--- src/rtl/qdec_pkg.sv ---
// -----------------------------------------------------------------------------
// qdec_pkg
// Shared types, constants and helpers for the quadrature decoder.
//   qdec_state_e  : Gray-code position, encoded as the {A,B} phase levels.
//   QDEC_MODE_X*  : legal values of the DECODE_MODE parameter.
//   QDEC_FILT_EN  : 1 when QDEC_GLITCH_FILTER_EN is defined, else 0.
//   qdec_dir()    : classifies a position change as {legal, up}.
// Build option: QDEC_GLITCH_FILTER_EN compiles in the per-phase glitch filter.
// -----------------------------------------------------------------------------
package qdec_pkg;

  typedef enum logic [1:0] {
    S00 = 2'b00,
    S10 = 2'b10,
    S11 = 2'b11,
    S01 = 2'b01
  } qdec_state_e;

  localparam int QDEC_MODE_X1 = 1;
  localparam int QDEC_MODE_X2 = 2;
  localparam int QDEC_MODE_X4 = 4;

`ifdef QDEC_GLITCH_FILTER_EN
  localparam int QDEC_FILT_EN = 1;
`else
  localparam int QDEC_FILT_EN = 0;
`endif

  // Returns {legal, up}. legal = exactly one phase changed. up = next is the
  // successor of prev in the up sequence S00->S10->S11->S01->S00.
  function automatic logic [1:0] qdec_dir(input qdec_state_e prev,
                                          input qdec_state_e next);
    logic [1:0]  diff;
    qdec_state_e succ;
    diff = prev ^ next;
    case (prev)
      S00:     succ = S10;
      S10:     succ = S11;
      S11:     succ = S01;
      default: succ = S00;
    endcase
    return {(diff == 2'b01) || (diff == 2'b10), next == succ};
  endfunction

endpackage

--- src/rtl/qdec_chan_filter.sv ---
// -----------------------------------------------------------------------------
// qdec_chan_filter
// One encoder phase: a SYNC_STAGES-deep synchroniser followed (when
// QDEC_GLITCH_FILTER_EN is defined) by a stability filter that accepts a new
// level only after it has differed from the accepted level for FILT_CYCLES
// consecutive cycles. Without the macro the synchronised level is passed on.
// Ports:
//   clk, rst_n : clock, asynchronous active-low reset
//   raw        : asynchronous phase input
//   level      : accepted (synchronised, filtered) level, registered
// Build option: QDEC_GLITCH_FILTER_EN.
// -----------------------------------------------------------------------------
module qdec_chan_filter #(
  parameter int SYNC_STAGES = 2
`ifdef QDEC_GLITCH_FILTER_EN
  ,
  parameter int FILT_CYCLES = 4
`endif
) (
  input  logic clk,
  input  logic rst_n,
  input  logic raw,
  output logic level
);

  logic [SYNC_STAGES-1:0] sync_q;
  logic                   sync_lvl;

  always_ff @(posedge clk or negedge rst_n) begin
    if (!rst_n) begin
      sync_q <= '0;
    end else begin
      sync_q <= {sync_q[SYNC_STAGES-2:0], raw};
    end
  end

  assign sync_lvl = sync_q[SYNC_STAGES-1];

`ifdef QDEC_GLITCH_FILTER_EN
  localparam int CNT_W = $clog2(FILT_CYCLES + 1);

  logic [CNT_W-1:0] cnt;
  logic             acc_q;

  // cnt holds the number of differing cycles already seen; the level is taken
  // on the cycle that would bring it to FILT_CYCLES, and cnt clears then.
  always_ff @(posedge clk or negedge rst_n) begin
    if (!rst_n) begin
      cnt   <= '0;
      acc_q <= 1'b0;
    end else if (sync_lvl == acc_q) begin
      cnt <= '0;
    end else if (cnt == CNT_W'(FILT_CYCLES - 1)) begin
      acc_q <= sync_lvl;
      cnt   <= '0;
    end else begin
      cnt <= cnt + CNT_W'(1);
    end
  end

  assign level = acc_q;
`else
  assign level = sync_lvl;
`endif

endmodule

--- src/rtl/quad_decoder.sv ---
// -----------------------------------------------------------------------------
// quad_decoder
// Turns two asynchronous quadrature phases into single-cycle count strobes
// for a downstream up/down counter, and flags illegal double transitions.
// Parameters: SYNC_STAGES (2..4), FILT_CYCLES (1..255), DECODE_MODE (1/2/4),
//             ERR_CNT_W (error counter width).
// Ports:
//   clk, rst_n : clock, asynchronous active-low reset
//   enc_a/b    : asynchronous encoder phases
//   err_clr    : synchronous clear of err_cnt (wins over an increment)
//   step_en    : one-cycle count strobe
//   step_up    : direction of the strobe (1=up), held between strobes
//   err        : one-cycle strobe on an illegal transition
//   err_cnt    : saturating count of illegal transitions
//   ab_state   : accepted {A,B} position (state register of the decoder)
// Handshake: none. step_en/step_up and err are plain strobes valid for the
// single cycle they are high; the consumer samples them every cycle and there
// is no ready/backpressure path.
// Build option: QDEC_GLITCH_FILTER_EN enables the per-phase glitch filter.
// -----------------------------------------------------------------------------
module quad_decoder
  import qdec_pkg::*;
#(
  parameter int SYNC_STAGES = 2,
  parameter int FILT_CYCLES = 4,
  parameter int DECODE_MODE = 4,
  parameter int ERR_CNT_W   = 8
) (
  input  logic                 clk,
  input  logic                 rst_n,
  input  logic                 enc_a,
  input  logic                 enc_b,
  input  logic                 err_clr,
  output logic                 step_en,
  output logic                 step_up,
  output logic                 err,
  output logic [ERR_CNT_W-1:0] err_cnt,
  output logic [1:0]           ab_state
);

  // Edges it takes a level held through reset to reach the accepted level.
  localparam int PRIME_LEN = SYNC_STAGES + QDEC_FILT_EN * FILT_CYCLES;
  localparam int PRIME_W   = $clog2(PRIME_LEN + 2);

  logic               lvl_a;
  logic               lvl_b;
  qdec_state_e        state;
  qdec_state_e        nxt_state;
  logic [PRIME_W-1:0] prime_cnt;
  logic               prime;
  logic [1:0]         dir;
  logic               changed;
  logic               legal;
  logic               a_changed;
  logic               count_ok;

  qdec_chan_filter #(
    .SYNC_STAGES (SYNC_STAGES)
`ifdef QDEC_GLITCH_FILTER_EN
    ,
    .FILT_CYCLES (FILT_CYCLES)
`endif
  ) u_filt_a (
    .clk   (clk),
    .rst_n (rst_n),
    .raw   (enc_a),
    .level (lvl_a)
  );

  qdec_chan_filter #(
    .SYNC_STAGES (SYNC_STAGES)
`ifdef QDEC_GLITCH_FILTER_EN
    ,
    .FILT_CYCLES (FILT_CYCLES)
`endif
  ) u_filt_b (
    .clk   (clk),
    .rst_n (rst_n),
    .raw   (enc_b),
    .level (lvl_b)
  );

  assign nxt_state = qdec_state_e'({lvl_a, lvl_b});

  // The accepted level settles on edge PRIME_LEN, so the prime phase loads
  // ab_state through edge PRIME_LEN+1 to capture that settled value before
  // decoding begins.
  assign prime = (prime_cnt != PRIME_W'(PRIME_LEN + 1));

  always_ff @(posedge clk or negedge rst_n) begin
    if (!rst_n) begin
      prime_cnt <= '0;
    end else if (prime) begin
      prime_cnt <= prime_cnt + PRIME_W'(1);
    end
  end

  always_comb begin
    dir       = qdec_dir(state, nxt_state);
    changed   = (nxt_state != state);
    legal     = dir[1];
    a_changed = (nxt_state == S10 || nxt_state == S11) !=
                (state == S10 || state == S11);
    case (DECODE_MODE)
      // x1 counts only the S00<->S10 edge pair, so jitter on it nets zero.
      QDEC_MODE_X1: count_ok = (state == S00 && nxt_state == S10) ||
                               (state == S10 && nxt_state == S00);
      QDEC_MODE_X2: count_ok = a_changed;
      QDEC_MODE_X4: count_ok = 1'b1;
      default:      count_ok = 1'b1;
    endcase
  end

  always_ff @(posedge clk or negedge rst_n) begin
    if (!rst_n) begin
      state   <= S00;
      step_en <= 1'b0;
      step_up <= 1'b0;
      err     <= 1'b0;
      err_cnt <= '0;
    end else begin
      step_en <= 1'b0;
      err     <= 1'b0;
      if (prime) begin
        state <= nxt_state;
      end else if (changed) begin
        state <= nxt_state;
        if (!legal) begin
          err <= 1'b1;
        end else if (count_ok) begin
          step_en <= 1'b1;
          step_up <= dir[0];
        end
      end
      if (err_clr) begin
        err_cnt <= '0;
      end else if (!prime && changed && !legal && (err_cnt != '1)) begin
        err_cnt <= err_cnt + ERR_CNT_W'(1);
      end
    end
  end

  assign ab_state = state;

endmodule

--- config.mk ---
export PLATFORM = sky130hd
export DESIGN_NAME = quad_decoder
export DESIGN_NICKNAME = d
export VERILOG_FILES = /design/src/rtl/qdec_pkg.sv /design/src/rtl/qdec_chan_filter.sv /design/src/rtl/quad_decoder.sv
export SDC_FILE = /design/constraint.sdc
export NUM_CORES = 1
export LEC_CHECK = 0
export BUFFER_PORTS_ARGS = -buffer_cell sky130_fd_sc_hd__buf_2
export CAP_MARGIN = 20
export CORE_MARGIN = 2
export CORE_UTILIZATION = 51
export DETAILED_ROUTE_END_ITERATION = 7
export PLACE_DENSITY = 0.72
export SLEW_MARGIN = 25
export SYNTH_ARGS = -nofsm -noshare
export SYNTH_HDL_FRONTEND = slang
export SYNTH_SLANG_ARGS = --single-unit
--- constraint.sdc ---
create_clock -name clk -period 2.95 [get_ports clk]
set_input_delay 0.7375 -clock clk [delete_from_list [all_inputs] [get_ports clk]]
set_output_delay 0.7375 -clock clk [all_outputs]
set_load 0.01 [all_outputs]
==> run metrics <==
Clock Skew 0.00726 ns; Synth Register Bits 19; Hold Buf Count CTS 0; CP delay by family, top flip-flops; Design Power 667 µW; crit path DAT 2.27 ns; WL final about 1600 µm; global-route wire length before repair 2560 µm; die area 0.00218 mm²; worst path bufs/invs 1; PD cells 633 mW/mm²; most common cell after layout, fill and taps aside dfrtp_1; Setup crit start kind register; RSZ-0062 raised after global routing false; CP Class register to register; Slowest-stage cell, CP dfrtp_1; flop2flop setup slack around 0.87 ns; clock slew at reported path FFs 0.11 ns; R2R cell count 6; most frequent cells in the layout dfrtp_1 (19), buf_2 (17), mux2_2 (4), ha_1 (4); leakage 0.491 nW; Max Cap Violations 0; Clk Latency, worst-skew pair between 0.2 and 0.3 ns; gr usage total 17.1%; Syn-to-layout area delta 13.5%; Crit. End Element register; Initial Util 53.8%; final setup vio count 0; post-cts resize count 0; post-detail-place hpwl around 1100 µm; io pins 18; Worst Path Required roughly 3.1 ns; layout cell share with drive strength beyond 1 27.4%; worst path cell trace xor2_1, inv_1, ha_1, nand4bb_1, a311oi_1, mux2_2; Root Buffer clkbuf_4; Setup WS post-layout 0.866 ns; Vias/cell 5.34; min Tclk post-route 2.08 ns; Rel. slew slack 73.6%; Die Span Y 46.7 µm; Routability Congestion 0.747; crit-path max FO 4; Slew Viols, Final 0; average wire per standard cell 13.1 µm; Final Net Count 105; Setup Buffers After CTS 0; Net Count, Synth 86; Synth warnings 0; Detailed Route Iter0 Violations 13; reg-to-reg endpoint err_cnt[4]$_DFFE_PN0P_; initial antenna violation count 0; # port buffers 17; Worst-Margin Slew about 0.4 ns; core area 0.00173 mm²; residual DRC count 0; vias in the first global route 583; vias after detailed routing 641; H-tree depth 1; Reg2Reg Launch Point u_filt_b.sync_q[1]$_DFF_PN0_; Detail Route Antenna Nets 0; worst min-delay path class input pin to async pin; register area share after synthesis around 50%; Mapped Cells 77; total CTS buffers 3; fmax around 480 MHz; Final Hold Fails 0; largest net degree at the start of global routing 20; Antenna diodes 0; CTS tree yes; CTS Buffer Depth 2; clock tree sinks 19; GR Overflow Total 0; delay of the slowest critical-path stage 0.42 ns; DR pass1 iterations 4; die width ~47 µm; cell area after synthesis 928 µm²; final period utilization 70.7%; Row Count 15; Worst VDD drop approximately 0.33 mV; Setup TNS 0 ns; Synth cell types 33; syn avg cell area 12.1 µm²; dpl ws 0.907 ns; status finished, final reports clean
[per-stage QoR]
stage                     instances  cell area (µm²)  hold slack, ns  util, %
after global routing            120             1050           0.375     61.0
after floorplan                  77              928           0.331        -
after CTS                       120             1050           0.360     61.0
after global placement          116             1030           0.334     59.4
final                           120             1050           0.350     61.0
after detailed placement        116             1030           0.335     59.4
[power by group]
| group | switching (mW) | internal, mW | total, mW | leakage, nW |
|---|---|---|---|---|
| sequential | 0.0257 | 0.296 | 0.322 | 0.236 |
| clock | 0.0786 | 0.0504 | 0.129 | 0.0177 |
| combinational | 0.115 | 0.101 | 0.216 | 0.238 |
[metal layers]
metal	GRT usage (%)	share of wire (%)	vias up	wire, µm
met1	23.0	50	305	784
met3	2.35	2.5	2	39
met5	0	0	-	0
met2	27.8	47	11	733
met4	6.67	0.76	0	12
li1	-	-	323	-
[flip-flops by register name (all words and copies together), names as in the netlist]
register         cells
u_filt_b.sync_q      2
step_en              1
u_filt_a.sync_q      2
step_up              1
prime_cnt            2
err_cnt              8
err                  1
ab_state             2
[cell usage after synthesis]
master	number	share of area (%)
nor3_1	2	1.1
nor2_1	2	0.81
mux2i_1	1	1.1
a21oi_1	2	1.1
xnor2_1	2	1.9
xor2_1	3	2.8
mux2_2	4	4.9
nor3b_4	1	2.0
nand2_1	3	1.2
nand3_1	2	1.1
nand4bb_1	1	1.2
and3_1	2	1.3
inv_1	2	0.81
mux2_1	1	1.2
nor2b_1	2	1.3
and4_1	1	0.94
a311oi_1	2	1.9
nand2b_1	2	1.3
buf_1	1	0.40
a211oi_1	3	2.4
o2111a_1	1	1.2
nand4_1	1	0.67
clkbuf_1	1	0.40
o31ai_1	1	0.81
and4b_1	1	1.1
ha_1	4	5.4
buf_6	1	1.2
nand3b_1	1	0.81
dfrtp_1	19	51
a41oi_1	3	2.8
o21a_1	1	0.81
a31oi_1	1	0.67
and2_1	3	2.0
[area by class of cell]
class,count,area (µm²)
Tap cell,25,31.3
Sequential cell,19,475
Fill cell,154,673
Timing Repair Buffer,17,85.1
Clock inverter,1,5.00
Multi-Input combinational cell,53,427
Inverter,2,7.51
Clock buffer,3,22.5
[logic make-up after synthesis]
kind of cell               share of synthesized area, %
AOI/OAI and AO/OA                                  11.7
xor gates and xnor gates                           4.72
adders and majority gates                          5.39
buffers and inverters                              2.83
DFF                                                51.2
muxes                                              7.14
and+or+nand+nor                                    17.0
[worst max-delay path by stage]
stage          cells past startpoint                     end                    startpoint
6_report                           6  err_cnt[4]$_DFFE_PN0P_  u_filt_b.sync_q[1]$_DFF_PN0_
3_5_place_dp                       6  err_cnt[4]$_DFFE_PN0P_       ab_state[0]$_DFFE_PN0P_
5_1_grt                            6  err_cnt[4]$_DFFE_PN0P_  u_filt_a.sync_q[1]$_DFF_PN0_
3_3_place_gp                       5  err_cnt[4]$_DFFE_PN0P_  u_filt_b.sync_q[1]$_DFF_PN0_
4_1_cts                            6  err_cnt[4]$_DFFE_PN0P_  u_filt_b.sync_q[1]$_DFF_PN0_
2_1_floorplan                      5  err_cnt[4]$_DFFE_PN0P_       ab_state[0]$_DFFE_PN0P_
No activity file was read; power rests on OpenSTA's default activity.
